$ cat config.mk
export PLATFORM = sky130hd
export DESIGN_NAME = regfile_param
export DESIGN_NICKNAME = d
export VERILOG_FILES = /design/src/rtl/regfile_param.sv
export SDC_FILE = /design/constraint.sdc
export NUM_CORES = 1
export LEC_CHECK = 0
export ABC_CLOCK_PERIOD_IN_PS = 3300
export CAP_MARGIN = 20
export CELL_PAD_IN_SITES_DETAIL_PLACEMENT = 1
export CELL_PAD_IN_SITES_GLOBAL_PLACEMENT = 1
export CORE_ASPECT_RATIO = 1.1
export CORE_MARGIN = 1
export CORE_UTILIZATION = 30
export CTS_BUF_LIST = sky130_fd_sc_hd__clkbuf_4 sky130_fd_sc_hd__clkbuf_8 sky130_fd_sc_hd__clkbuf_16
export DETAILED_ROUTE_END_ITERATION = 10
export PLACE_DENSITY_LB_ADDON = 0.1
export SETUP_SLACK_MARGIN = 0.02
export SLEW_MARGIN = 20
export SYNTH_ARGS = -nofsm -noshare
export SYNTH_HDL_FRONTEND = slang
export SYNTH_SLANG_ARGS = --single-unit
$ cat constraint.sdc
create_clock -name clk -period 3.3 [get_ports clk]
set_input_delay 0.66 -clock clk [delete_from_list [all_inputs] [get_ports clk]]
set_output_delay 0.66 -clock clk [all_outputs]
set_load 0.03 [all_outputs]
$ cat src/rtl/regfile_param.sv
// Parametrised two-read/one-write register bank with a post-reset clear engine; REGFILE_WRITE_BYPASS_EN selects write-first collisions.
// Latency: reads return one cycle after read_en; writes commit at the edge; ready rises DEPTH cycles after reset.
// Backpressure: none; every read_en accepted while ready is answered, and requests are ignored while clearing.
module regfile_param #(
  parameter int DATA_W        = 32,
  parameter int ADDR_W        = 5,
  parameter int HARDWIRE_ZERO = 1
) (
  input  logic              clk,
  input  logic              reset,
  input  logic              read_en,
  input  logic [ADDR_W-1:0] read_index_1,
  input  logic [ADDR_W-1:0] read_index_2,
  input  logic              write_enabled,
  input  logic [ADDR_W-1:0] write_index,
  input  logic [DATA_W-1:0] write_value,
  output logic [DATA_W-1:0] read1_value,
  output logic [DATA_W-1:0] read2_value,
  output logic              read_valid,
  output logic              ready
);

  localparam int DEPTH = 2 ** ADDR_W;

  typedef enum logic {CLEAR, READY} state_t;

  state_t            state, state_nxt;
  logic [ADDR_W-1:0] clear_ptr;
  logic [DATA_W-1:0] bank [DEPTH];
  logic              wr_ok;
  logic [DATA_W-1:0] rd1_dat, rd2_dat;

  always_ff @(posedge clk) begin
    if (reset) state <= CLEAR;
    else       state <= state_nxt;
  end

  always_comb begin
    state_nxt = state;
    if (state == CLEAR && clear_ptr == {ADDR_W{1'b1}}) state_nxt = READY;
  end

  always_comb begin
    ready = (state == READY);
  end

  always_ff @(posedge clk) begin
    if (reset)               clear_ptr <= '0;
    else if (state == CLEAR) clear_ptr <= clear_ptr + ADDR_W'(1);
  end

  // Entry 0 is never written when it is hardwired, so it cannot leak through the bypass either.
  always_comb begin
    wr_ok = ready && write_enabled && !(HARDWIRE_ZERO != 0 && write_index == '0);
  end

  always_ff @(posedge clk) begin
    if (!reset) begin
      if (state == CLEAR) bank[clear_ptr] <= '0;
      else if (wr_ok)     bank[write_index] <= write_value;
    end
  end

  always_comb begin
    rd1_dat = bank[read_index_1];
    rd2_dat = bank[read_index_2];
`ifdef REGFILE_WRITE_BYPASS_EN
    if (wr_ok && write_index == read_index_1) rd1_dat = write_value;
    if (wr_ok && write_index == read_index_2) rd2_dat = write_value;
`endif
    if (HARDWIRE_ZERO != 0 && read_index_1 == '0) rd1_dat = '0;
    if (HARDWIRE_ZERO != 0 && read_index_2 == '0) rd2_dat = '0;
  end

  always_ff @(posedge clk) begin
    if (reset) begin
      read1_value <= '0;
      read2_value <= '0;
      read_valid  <= 1'b0;
    end else if (ready && read_en) begin
      read1_value <= rd1_dat;
      read2_value <= rd2_dat;
      read_valid  <= 1'b1;
    end else begin
      read_valid  <= 1'b0;
    end
  end

endmodule

* Word-level counts from Yosys, hierarchy flattened
Memories as Yosys holds them, arrays and structs flattened.
Cells that the tools add are included.
Widths: inputs -> output; s select.
** Operators by class
- Add/subtract/negate cells :: 1
- Equality and inequality tests :: 1
- Mux-type cells :: 13
- Bitwise gates (word level) :: 1
- Reductions and logical operators :: 9
** Operators by type and width (number)
- $mux 32 :: 3
- $reduce_or 32->1 :: 1
- $logic_not 5->1 :: 3
- $mux 1 :: 9
- $add 5x1->5 const B :: 1
- $eq 5x5->1 const B :: 1
- $mux 5 :: 1
- $logic_and 1x1->1 :: 4
- $logic_not 1->1 :: 1
- $not 1->1 :: 1
** Word-level totals
- Bits in registers :: 71
- Bits in writable memories :: 1024
- Bits of input ports :: 51
- Output and inout bits :: 66
- Logic and storage cells :: 31
- Memories :: 1
** Memories
- bank :: depth 32, bits a word 32, rd ports 2, clocked after memory_dff 0, write ports 1, RTL line 29 : logic [DATA_W-1:0] bank [DEPTH];

* Depth between registers and ports, before layout
- Depth after elaboration :: 9
- Depth in mapped cells :: 8

* Least setup slack after synthesis
OpenSTA, ideal clock, no wires.
- Path type :: input to register
- Start :: input port reset
- End :: memory bank[10][0] (enable)
- Setup time :: 0.421 ns
- Arrival :: 3.150 ns
- Data required time :: 2.879 ns
- Path slack :: -0.272 ns
- Cell stages on the path :: 6
- Path buffers :: 2
- Cell sequence :: clkbuf_1 -> and3b_1 -> clkbuf_1 -> nor4bb_1 -> a41oi_1 -> nor2_1
** Between the ends
- Word-level cells in the longest chain between the ends :: 4
- Elaborated cells on any way between the ends :: 7
** Ends and longest elaborated chain
- start: declaration :: RTL line 10 : input logic reset,
- $mux 1 :: RTL line 58 : if (!reset) begin
- $mux 1 (implied by the code) :: RTL line 60 : else if (wr_ok) bank[write_index] <= write_value;
- $reduce_or 32->1 (no source line)
- $mux 5 (no source line) or $mux 1 (tied branches)
- end: declaration :: RTL line 29
Parallel ways exist; a longest one is shown, timed or not.

* Worst setup path after layout
- Start :: register read2_value[27]
- End :: output port read2_value[27]
** RTL lines
- start: declaration :: RTL line 18 : output logic [DATA_W-1:0] read2_value,
- start signal: assignment :: RTL line 82 : read2_value <= rd2_dat;
No word-level cell between the ends.

==> metrics.md <==
| Metric | Value |
|---|---|
| Via/cell ratio | `about 5.5` |
| Min Tclk post-route | `~2.8 ns` |
| Pre-antenna DRT Iters | `5` |
| Core area | `~170000 sq um` |
| Congestion Overflow GR | `0` |
| Fill cell count | `approximately 16000` |
| Gpl congestion | `about 0.82` |
| Setup bufs post-CTS | `0` |
| Slew headroom | `between 20% and 30%` |
| Async set-reset flop share out of synthesis | `0%` |
| Largest net degree at the start of global routing | `65` |
| Final #Nets | `around 3100` |
| WL final | `approximately 190000 microns` |
| Sink Count | `between 1000 and 1500` |
| Clock share of power | `between 40% and 50%` |
| Sequential Power Share | `about 49%` |
| Total Neg Setup Slack | `0 ns` |
| Total Routing Usage GR | `22.8%` |
| Crit-path slowest cell | `clkdlybuf4s50_1` |
| Slew Viols, Final | `0` |
| Crit path required time | `approximately 2.6 ns` |
| Iter 0 DRT Violations | `between 2000 and 3000` |
| CTS clk-pin slew, worst paths | `approximately 0.060 ns` |
| Final period util | `a little under nine tenths` |
| Tightest Hold Check Type | `primary input to flip-flop` |
| Run status | `finished, final reports clean` |
| Number of synthesis warnings | `0` |
| Setup crit end kind | `primary output` |
| Crit path cell chain | `clkdlybuf4s50_1` |
| Worst-Margin Slew | `1.07 ns` |
| Number of synthesized flops with an enable pin | `a little over 1000` |
| Die Y | `around 430 microns` |
| Max Fclk | `around 350 MHz` |
| RSZ-0062 raised after global routing | `false` |
| Register bit total from synthesis | `1095` |
| Vias | `slightly below 30000` |
| Vias in the first global route | `roughly 32000` |
| Worst-Skew Late Latency | `0.77 ns` |
| Initial antenna violation count | `11` |
| Register area | `between 30000 and 40000 sq um` |
| Peak supply drop | `0.403 mV` |
| Longest Clk Path Bufs | `3` |
| Total power | `between 0.03 and 0.04 W` |
| Combinational fraction of design power | `under 10%` |
| Critical Path Max Stage Delay | `just under 0.8 ns` |
| # setup viols final | `0` |
| H-tree depth | `3` |
| Clock skew | `0.0387 ns` |
| IO Pins | `117` |
| Number of library cell types mapped by synthesis | `around 40` |
| CP bufs+invs | `1` |
| Chip width | `just under 400 microns` |
| P per Cell Area | `506 nW/um^2` |
| TritonCTS clock tree | `yes` |
| Antenna-violating nets left | `0` |
| Leakage | `about 19 nW` |
| Sw Ratio | `about 23%` |
| Sequential-to-total area share from yosys stat | `a little under two thirds` |
| Fraction of layout instances using a drive strength above 1 | `a little under a third` |
| P_sw | `approximately 0.007 W` |
| Top_reg_cell synth | `edfxtp_1` |
| Syn Nets | `2798` |
| Die Area | `between 150000 and 200000 sq um` |
| Initial Util | `between 30% and 40%` |
| CP Data Arrival Time | `2.17 ns` |
| Root Driver | `clkbuf_16` |
| Synthesized instance count | `2745` |
| DR DRC count | `0` |
| Mapped cell area | `a little over 50000 sq um` |
| Area delta synth->final | `21.9%` |
| Synthesized area per cell | `around 18 sq um` |
| PostCTS Resize Cnt | `0` |
| Area of the multi-input gates | `17500 sq um` |
| Setup CP Type | `flip-flop to primary output` |
| Setup crit start kind | `flip-flop` |
| First-pass GRT wire length | `approximately 270000 microns` |
| Hpwl dp | `about 130000 microns` |
| Port Buf Inserts | `approximately 120` |
| Cell-internal power | `between 0.02 and 0.025 W` |
| Num CTS Buffers | `approximately 120` |
| Top Family by Delay on Critical Path | `buffers and inverters` |
| FP Rows | `around 160` |
| # hold bufs at CTS | `0` |
| Maximum capacitance violations | `0` |
| Worst-path fanout max | `2` |
| Fin. Hold Viols | `0` |
| WL/cell | `around 36 microns` |
-- cells in the final DEF, fill, tap and decap left out, types with 18 or more instances in the layout --
cell type	n
edfxtp_1	1024
mux4_2	384
mux2i_1	369
buf_4	144
buf_12	133
a22oi_1	128
clkbuf_16	120
clkdlybuf4s50_1	108
dfxtp_1	71
and4b_1	67
nor2_1	58
nand2_1	51
a21o_1	47
a221o_1	47
a311o_1	47
nor2_4	34
clkbuf_4	28
and2_1	27
clkinv_2	22
nor2b_1	18
-- layer usage --
layer / global-route usage (%) / share of wire [%] / up-vias
li1: - / - / 12200
met1: 30.3 / 43 / 16400
met2: 38.6 / 50 / 862
met3: 3.09 / 4.6 / 222
met4: 6.64 / 2.7 / 2
met5: 0 / 0.0067 / -
-- cell usage after synthesis (18+ instances only) --
cell type  number  area (sq um)
a21boi_0       18           135
a21o_1         47           353
a221o_1        47           470
a22oi_1       128           961
a311o_1        47           470
and2_1         36           225
and4b_1        67           671
buf_2          69           345
buf_4          18           135
clkbuf_1      117           439
dfxtp_1        71          1420
edfxtp_1     1024         30700
mux2i_1       370          3700
mux4_2        384          8650
nand2_1        51           191
nor2_1         92           345
nor2b_1        24           150
-- through the flow --
step | hold slack [ns] | std cells | cell area [sq um] | worst slack (ns) | utilization (%)
floorplan | 0.528 | 2745 | 50500 | -0.272 | -
global placement | 0.569 | 5132 | 57400 | -0.374 | 34.4
detailed placement | 0.568 | 5134 | 57400 | -0.173 | 34.4
CTS | 0.358 | 5356 | 61500 | 0.377 | 36.9
global route | 0.407 | 5356 | 61500 | 0.319 | 36.9
finish | 0.412 | 5358 | 61600 | 0.468 | 36.9
-- layout make-up --
| cell class | count | area share [%] |
|---|---|---|
| diodes | 2 | 0.00813 |
| clock buffers | 152 | 5.31 |
| multi-input cells | 1415 | 28.5 |
| flip-flops and latches | 1095 | 52.3 |
| inverters | 5 | 0.0305 |
| repair buffers | 393 | 8.03 |
| clock inverters | 70 | 1.37 |
| well taps | 2226 | 4.53 |
-- worst paths after layout --
check                                startpoint              end  slack, ns  depth (start not counted)
worst max-delay path            read2_value[27]  read2_value[27]       0.47                          1
worst min-delay path            read_index_2[4]  read2_value[17]       0.41                          3
worst max register to register            ready      bank[16][6]       0.66                          6
worst min register to register  read2_value[11]  read2_value[11]       0.57                          2
-- cell families (layout without fill, tap and decap cells) --
kind of cell               after synthesis  count (layout)  share of synthesized area, %
other                                    0               2                             0
muxes                                  754             754                          24.5
xor gates and xnor gates                 2               2                        0.0347
AOI/OAI and AO/OA                      355             355                          5.86
DFF                                   1095            1095                          63.7
buffers and inverters                  235             620                          2.29
adders and majority gates                2               2                        0.0496
and+or+nand+nor                        302             302                          3.55
-- power groups by stage --
stage	clock network, W	logic (W)	registers, W
2_1_floorplan	0	0.00108	0.0154
3_3_place_gp	0	0.00191	0.0154
3_5_place_dp	0	0.00192	0.0154
4_1_cts	0.0144	0.00193	0.0151
5_1_grt	0.0149	0.00199	0.0151
6_report	0.0141	0.00190	0.0151
-- sequential cells by signal (all words and copies together) (netlist names) --
name	cells
bank	1024
clear_ptr	5
read1_value	32
read2_value	32
read_valid	1
ready	1
No activity file was read; power rests on OpenSTA's default activity.
